## config.mk

```make
export PLATFORM = sky130hd
export DESIGN_NAME = m_cp0
export DESIGN_NICKNAME = d
export VERILOG_FILES = /design/src/rtl/m_cp0.sv
export SDC_FILE = /design/constraint.sdc
export NUM_CORES = 1
export LEC_CHECK = 0
export ABC_AREA = 1
export CAP_MARGIN = 20
export CORE_ASPECT_RATIO = 2
export CORE_MARGIN = 4
export CORE_UTILIZATION = 46
export DETAILED_ROUTE_END_ITERATION = 8
export GPL_ROUTABILITY_DRIVEN = 0
export PLACE_DENSITY = 0.95
export SLEW_MARGIN = 10
export SYNTH_ARGS = -nofsm -noshare
export SYNTH_HDL_FRONTEND = slang
export SYNTH_SLANG_ARGS = --single-unit
```

## constraint.sdc

```tcl
create_clock -name clk -period 2.7 [get_ports clk]
set_input_delay 0.54 -clock clk [delete_from_list [all_inputs] [get_ports clk]]
set_output_delay 0.54 -clock clk [all_outputs]
set_load 0.005 [all_outputs]
```

## src/rtl/m_cp0.sv

```systemverilog
// rtl/m_cp0.sv - CP0 exception/interrupt controller for the M stage.
// Holds SR, Cause, EPC, PRId; raises a one-cycle Req for interrupts and exceptions.
module m_cp0 #(
  parameter logic [31:0] PRID = 32'h2022_0007
) (
  input  logic        clk,
  input  logic        reset,
  input  logic [4:0]  A1,
  input  logic [4:0]  A2,
  input  logic [31:0] DIn,
  input  logic [31:0] PC,
  input  logic        BDIn,
  input  logic [4:0]  ExcCodeIn,
  input  logic [5:0]  HWInt,
  input  logic        WE,
  input  logic        EXLClr,
  output logic [31:0] CP0Out,
  output logic [31:0] EPCOut,
  output logic        Req
);

  logic [5:0]  im_q, im_d;
  logic        exl_q, exl_d;
  logic        ie_q, ie_d;
  logic        bd_q, bd_d;
  logic [5:0]  ip_q, ip_d;
  logic [4:0]  exc_code_q, exc_code_d;
  logic [31:0] epc_q, epc_d;

  logic        int_req;
  logic        exc_req;
  logic [31:0] sr;
  logic [31:0] cause;

  assign sr    = {16'b0, im_q, 8'b0, exl_q, ie_q};
  assign cause = {bd_q, 15'b0, ip_q, 3'b0, exc_code_q, 2'b0};

  assign int_req = (|(HWInt & im_q)) & ie_q & ~exl_q;
  assign exc_req = (ExcCodeIn != 5'd0) & ~exl_q;
  assign Req     = int_req | exc_req;
  assign EPCOut  = epc_q;

  always_comb begin
    CP0Out = 32'h0;
    case (A1)
      5'd12:   CP0Out = sr;
      5'd13:   CP0Out = cause;
      5'd14:   CP0Out = epc_q;
      5'd15:   CP0Out = PRID;
      default: CP0Out = 32'h0;
    endcase
  end

  always_comb begin
    im_d       = im_q;
    exl_d      = exl_q;
    ie_d       = ie_q;
    bd_d       = bd_q;
    ip_d       = HWInt;
    exc_code_d = exc_code_q;
    epc_d      = epc_q;
    // Req discards any coincident mtc0/eret; the faulting instruction never commits.
    if (Req) begin
      exl_d      = 1'b1;
      exc_code_d = int_req ? 5'd0 : ExcCodeIn;
      bd_d       = BDIn;
      epc_d      = BDIn ? (PC - 32'd4) : PC;
    end else if (WE) begin
      if (A2 == 5'd12) begin
        im_d  = DIn[15:10];
        exl_d = DIn[1];
        ie_d  = DIn[0];
      end else if (A2 == 5'd14) begin
        epc_d = DIn;
      end
    end else if (EXLClr) begin
      exl_d = 1'b0;
    end
  end

  always_ff @(posedge clk) begin
    if (reset) begin
      im_q       <= 6'h0;
      exl_q      <= 1'b0;
      ie_q       <= 1'b0;
      bd_q       <= 1'b0;
      ip_q       <= 6'h0;
      exc_code_q <= 5'h0;
      epc_q      <= 32'h0;
    end else begin
      im_q       <= im_d;
      exl_q      <= exl_d;
      ie_q       <= ie_d;
      bd_q       <= bd_d;
      ip_q       <= ip_d;
      exc_code_q <= exc_code_d;
      epc_q      <= epc_d;
    end
  end

endmodule

```

==> flow_summary.yaml <==
detailed_routing:
  via_count: 4592
  antenna_left: 0
  wl_per_cell_um: 17.0
  drt_iter0_markers: 506
  vias_per_cell: 5.55
  totalWireLength_um: 14100
  firstDrtPassIters: 7
  drc: 0
timing:
  tightest_slew_ns: 0.737
  min_period_over_period: 1.00
  maxSlewHeadroom: 0.508
  fin_worst_skew_ns: 0.00472
  slew_violations: 0
  fmax_mhz: 369
  layout_setup_ws_ns: -0.00871
  finalHoldViolCount: 0
  setup_viol: 3
  rsz0062_at_grt: "true"
  timing.final.crit_period_ns: 2.71
final_layout:
  drive_above_1_share: 0.0856
  layout.nets: 826
  regArea_um2: 1040
  fillers: 580
  multi_input_area_um2: 2130
  final_cell_area_um2: 5480
  area_growth_pct: 55.3
  final_cells: 828
  antenna_cells: 0
cts:
  clk_pin_slew_ns: 0.07
  htree_levels: 2
  clockBufferDepth: 2
  tritoncts: "done"
  cts.sinks: 52
  clock_latency_ns: 0.30
  clock-root-buffer: "clkbuf_16"
  hold_buffers: 0
  cts_buffers: 5
power_and_ir_drop:
  peakVddDrop_mv: 0.264
  p_leak_uw: 0.00262
  power_density_nw_per_um2: 407
floorplan:
  rows: 44
  dieArea_um2: 9220
  dieWidth_um: 69.9
  die_h_um: 132
  core_um2: 7380
  start_util: 0.478
  io_pins: 155
yosys:
  synth-seq-cells: 52
  synth.top_cell.area_share: 0.295
  synthCells: 575
  syn-num-nets: 666
  yosys_warnings: 0
  synth_top_cell_by_area: "dfxtp_1"
  seq_area_frac_synth: 0.295
  synth_area_um2: 3530
  syn_avg_cell_area_um2: 6.13
  synth.top_cells.by_area: "dfxtp_1 (30%), nand2_1 (18%), nor2_1 (9.8%)"
  synthDistinctLibCells: 38
critical_path:
  worst_path_max_delay_cell: "clkdlybuf4s50_1"
  worstPathMaxFanout: 5
  slowest_delay_ns: 0.49
  cp_data_arrival_time_ns: 2.17
  critPathRequiredTime_ns: 2.16
  r2r_start: "im_q[3]"
  startpoint: "A1[2]"
  r2r_slack_ns: 0.97
  crit_type: "in2out"
  cp_cell_sequence: "clkdlybuf4s50_1 -> nand2_2 -> nor2_2 -> nand2_1 -> inv_2 -> buf_4 -> a22o_1 -> clkdlybuf4s50_1"
  cpMostUsedCell: "clkdlybuf4s50_1"
  startpoint_type: "input port"
  cp-endpoint: "CP0Out[31]"
  rr_endpoint: "im_q[3]"
  reg2regPathDepth: 11
  crit_path_end_kind: "output port"
grt:
  track_usage: 0.300
  antenna_found_initial: 0
  grt_pass1_wl_um: 22400
  grt-ovfl-total: 0
  grt_pass1_vias: 4609
  grt_start_max_net_pins: 50
place:
  port_buffers: 154
  dpl_cell_area_um2: 5220
  hpwl_um: 10900
  numPlacedInstances: 819
  pre_cts_ws_ns: -0.154
run_status:
  violations: "negative setup slack"
  status: "complete, but fails checks"
hold_path:
  hp-class: "reg2reg"
flow_run:
  maxCapViolCount: 0
==> cell families after synthesis <==
kind of cell | count (synthesis) | synth area share
AO/OA/AOI/OAI | 90 | 0.148
XOR/XNOR | 17 | 0.0422
adder cells (fa/ha/maj) | 1 | 0.00355
buffers and inverters | 90 | 0.111
flip-flops | 52 | 0.295
AND/OR/NAND/NOR | 325 | 0.400
==> cells in the final DEF, fill, tap and decap left out, types with 5 or more instances in the layout <==
cell and n:
a21oi_1 32, a31oi_1 5, buf_4 15, clkbuf_16 5, clkdlybuf4s50_1 132, dfxtp_1 52, dlygate4sd2_1 7, dlymetal6s2s_1 15
inv_1 65, nand2_1 165, nand3_1 33, nand4_1 7, nor2_1 88, nor2_2 7, nor2_4 8, o211ai_1 5
o21ai_0 31, o21ai_1 5, xnor2_1 5, xor2_1 12
==> synth_stat cells (all sizes together) <==
cell	n
nand2	171
nor2	103
inv	70
dfxtp	52
nand3	37
o21ai	37
a21oi	34
buf	13
xor2	12
clkbuf	7
nand4	7
a31oi	5
o211ai	5
xnor2	5
nor3	4
a22o	3
a211oi	2
a32o	2
o211a	2
and2	1
ha	1
nor4	1
or2	1
==> how the worst min path moves through the flow <==
stage          slack, ns  cells after the start          start             to
6_report            0.47                      2  exc_code_q[1]  exc_code_q[1]
2_1_floorplan       0.44                      2  exc_code_q[3]  exc_code_q[3]
3_5_place_dp        0.46                      2  exc_code_q[1]  exc_code_q[1]
3_3_place_gp        0.45                      2  exc_code_q[1]  exc_code_q[1]
5_1_grt             0.50                      2  exc_code_q[1]  exc_code_q[1]
4_1_cts             0.47                      2  exc_code_q[1]  exc_code_q[1]
==> state kept, by name, summed over array words and instances, names as in the netlist <==
signal	count
exc_code_q	5
ie_q	1
exl_q	1
ip_q	6
im_q	6
bd_q	1
EPCOut	32
==> timing repair <==
item / in CTS / in global routing
resized for setup: 17 / 20
endpoints found under the setup margin: 32 / 27
hold endpoints to repair: 0 / 0
buffers inserted: 0 / 1
==> through the flow <==
step	setup TNS, ns	hold WS, ns	util	power, µW
2_1_floorplan	0	0.440	-	1120
3_5_place_dp	-2.27	0.460	0.707	1450
5_1_grt	-0.315	0.500	0.743	2310
3_3_place_gp	-0.171	0.455	0.707	1430
4_1_cts	-0.00206	0.469	0.734	2220
6_report	-0.0196	0.474	0.743	2230
==> where the power goes <==
group	internal (µW)	total (µW)	switching (µW)
clock network	488	778	289
registers	828	877	49.7
logic	298	575	277
==> layout make-up <==
cell class / instances / area share
multi-input cells: 433 / 0.388
repair buffers: 173 / 0.319
flip-flops and latches: 52 / 0.190
inverters: 70 / 0.0484
clock buffers: 7 / 0.0279
well taps: 92 / 0.0210
clock inverters: 1 / 0.00548
==> worst max-delay path, delay by kind of cell <==
| family | cells | cell delay, ns |
|---|---|---|
| AO/OA/AOI/OAI | 1 | 0.14 |
| AND/OR/NAND/NOR | 3 | 0.27 |
| buffers and inverters | 4 | 1.20 |
==> per-layer routing <==
| metal | vias up | global-route usage | part of all wire |
|---|---|---|---|
| met1 | 2102 | 0.293 | 0.32 |
| met4 | 0 | 0.171 | 0.060 |
| li1 | 2141 | - | - |
| met2 | 273 | 0.576 | 0.55 |
| met5 | - | 0 | 0 |
| met3 | 76 | 0.0466 | 0.066 |
Power figures use the tool's default switching activity.
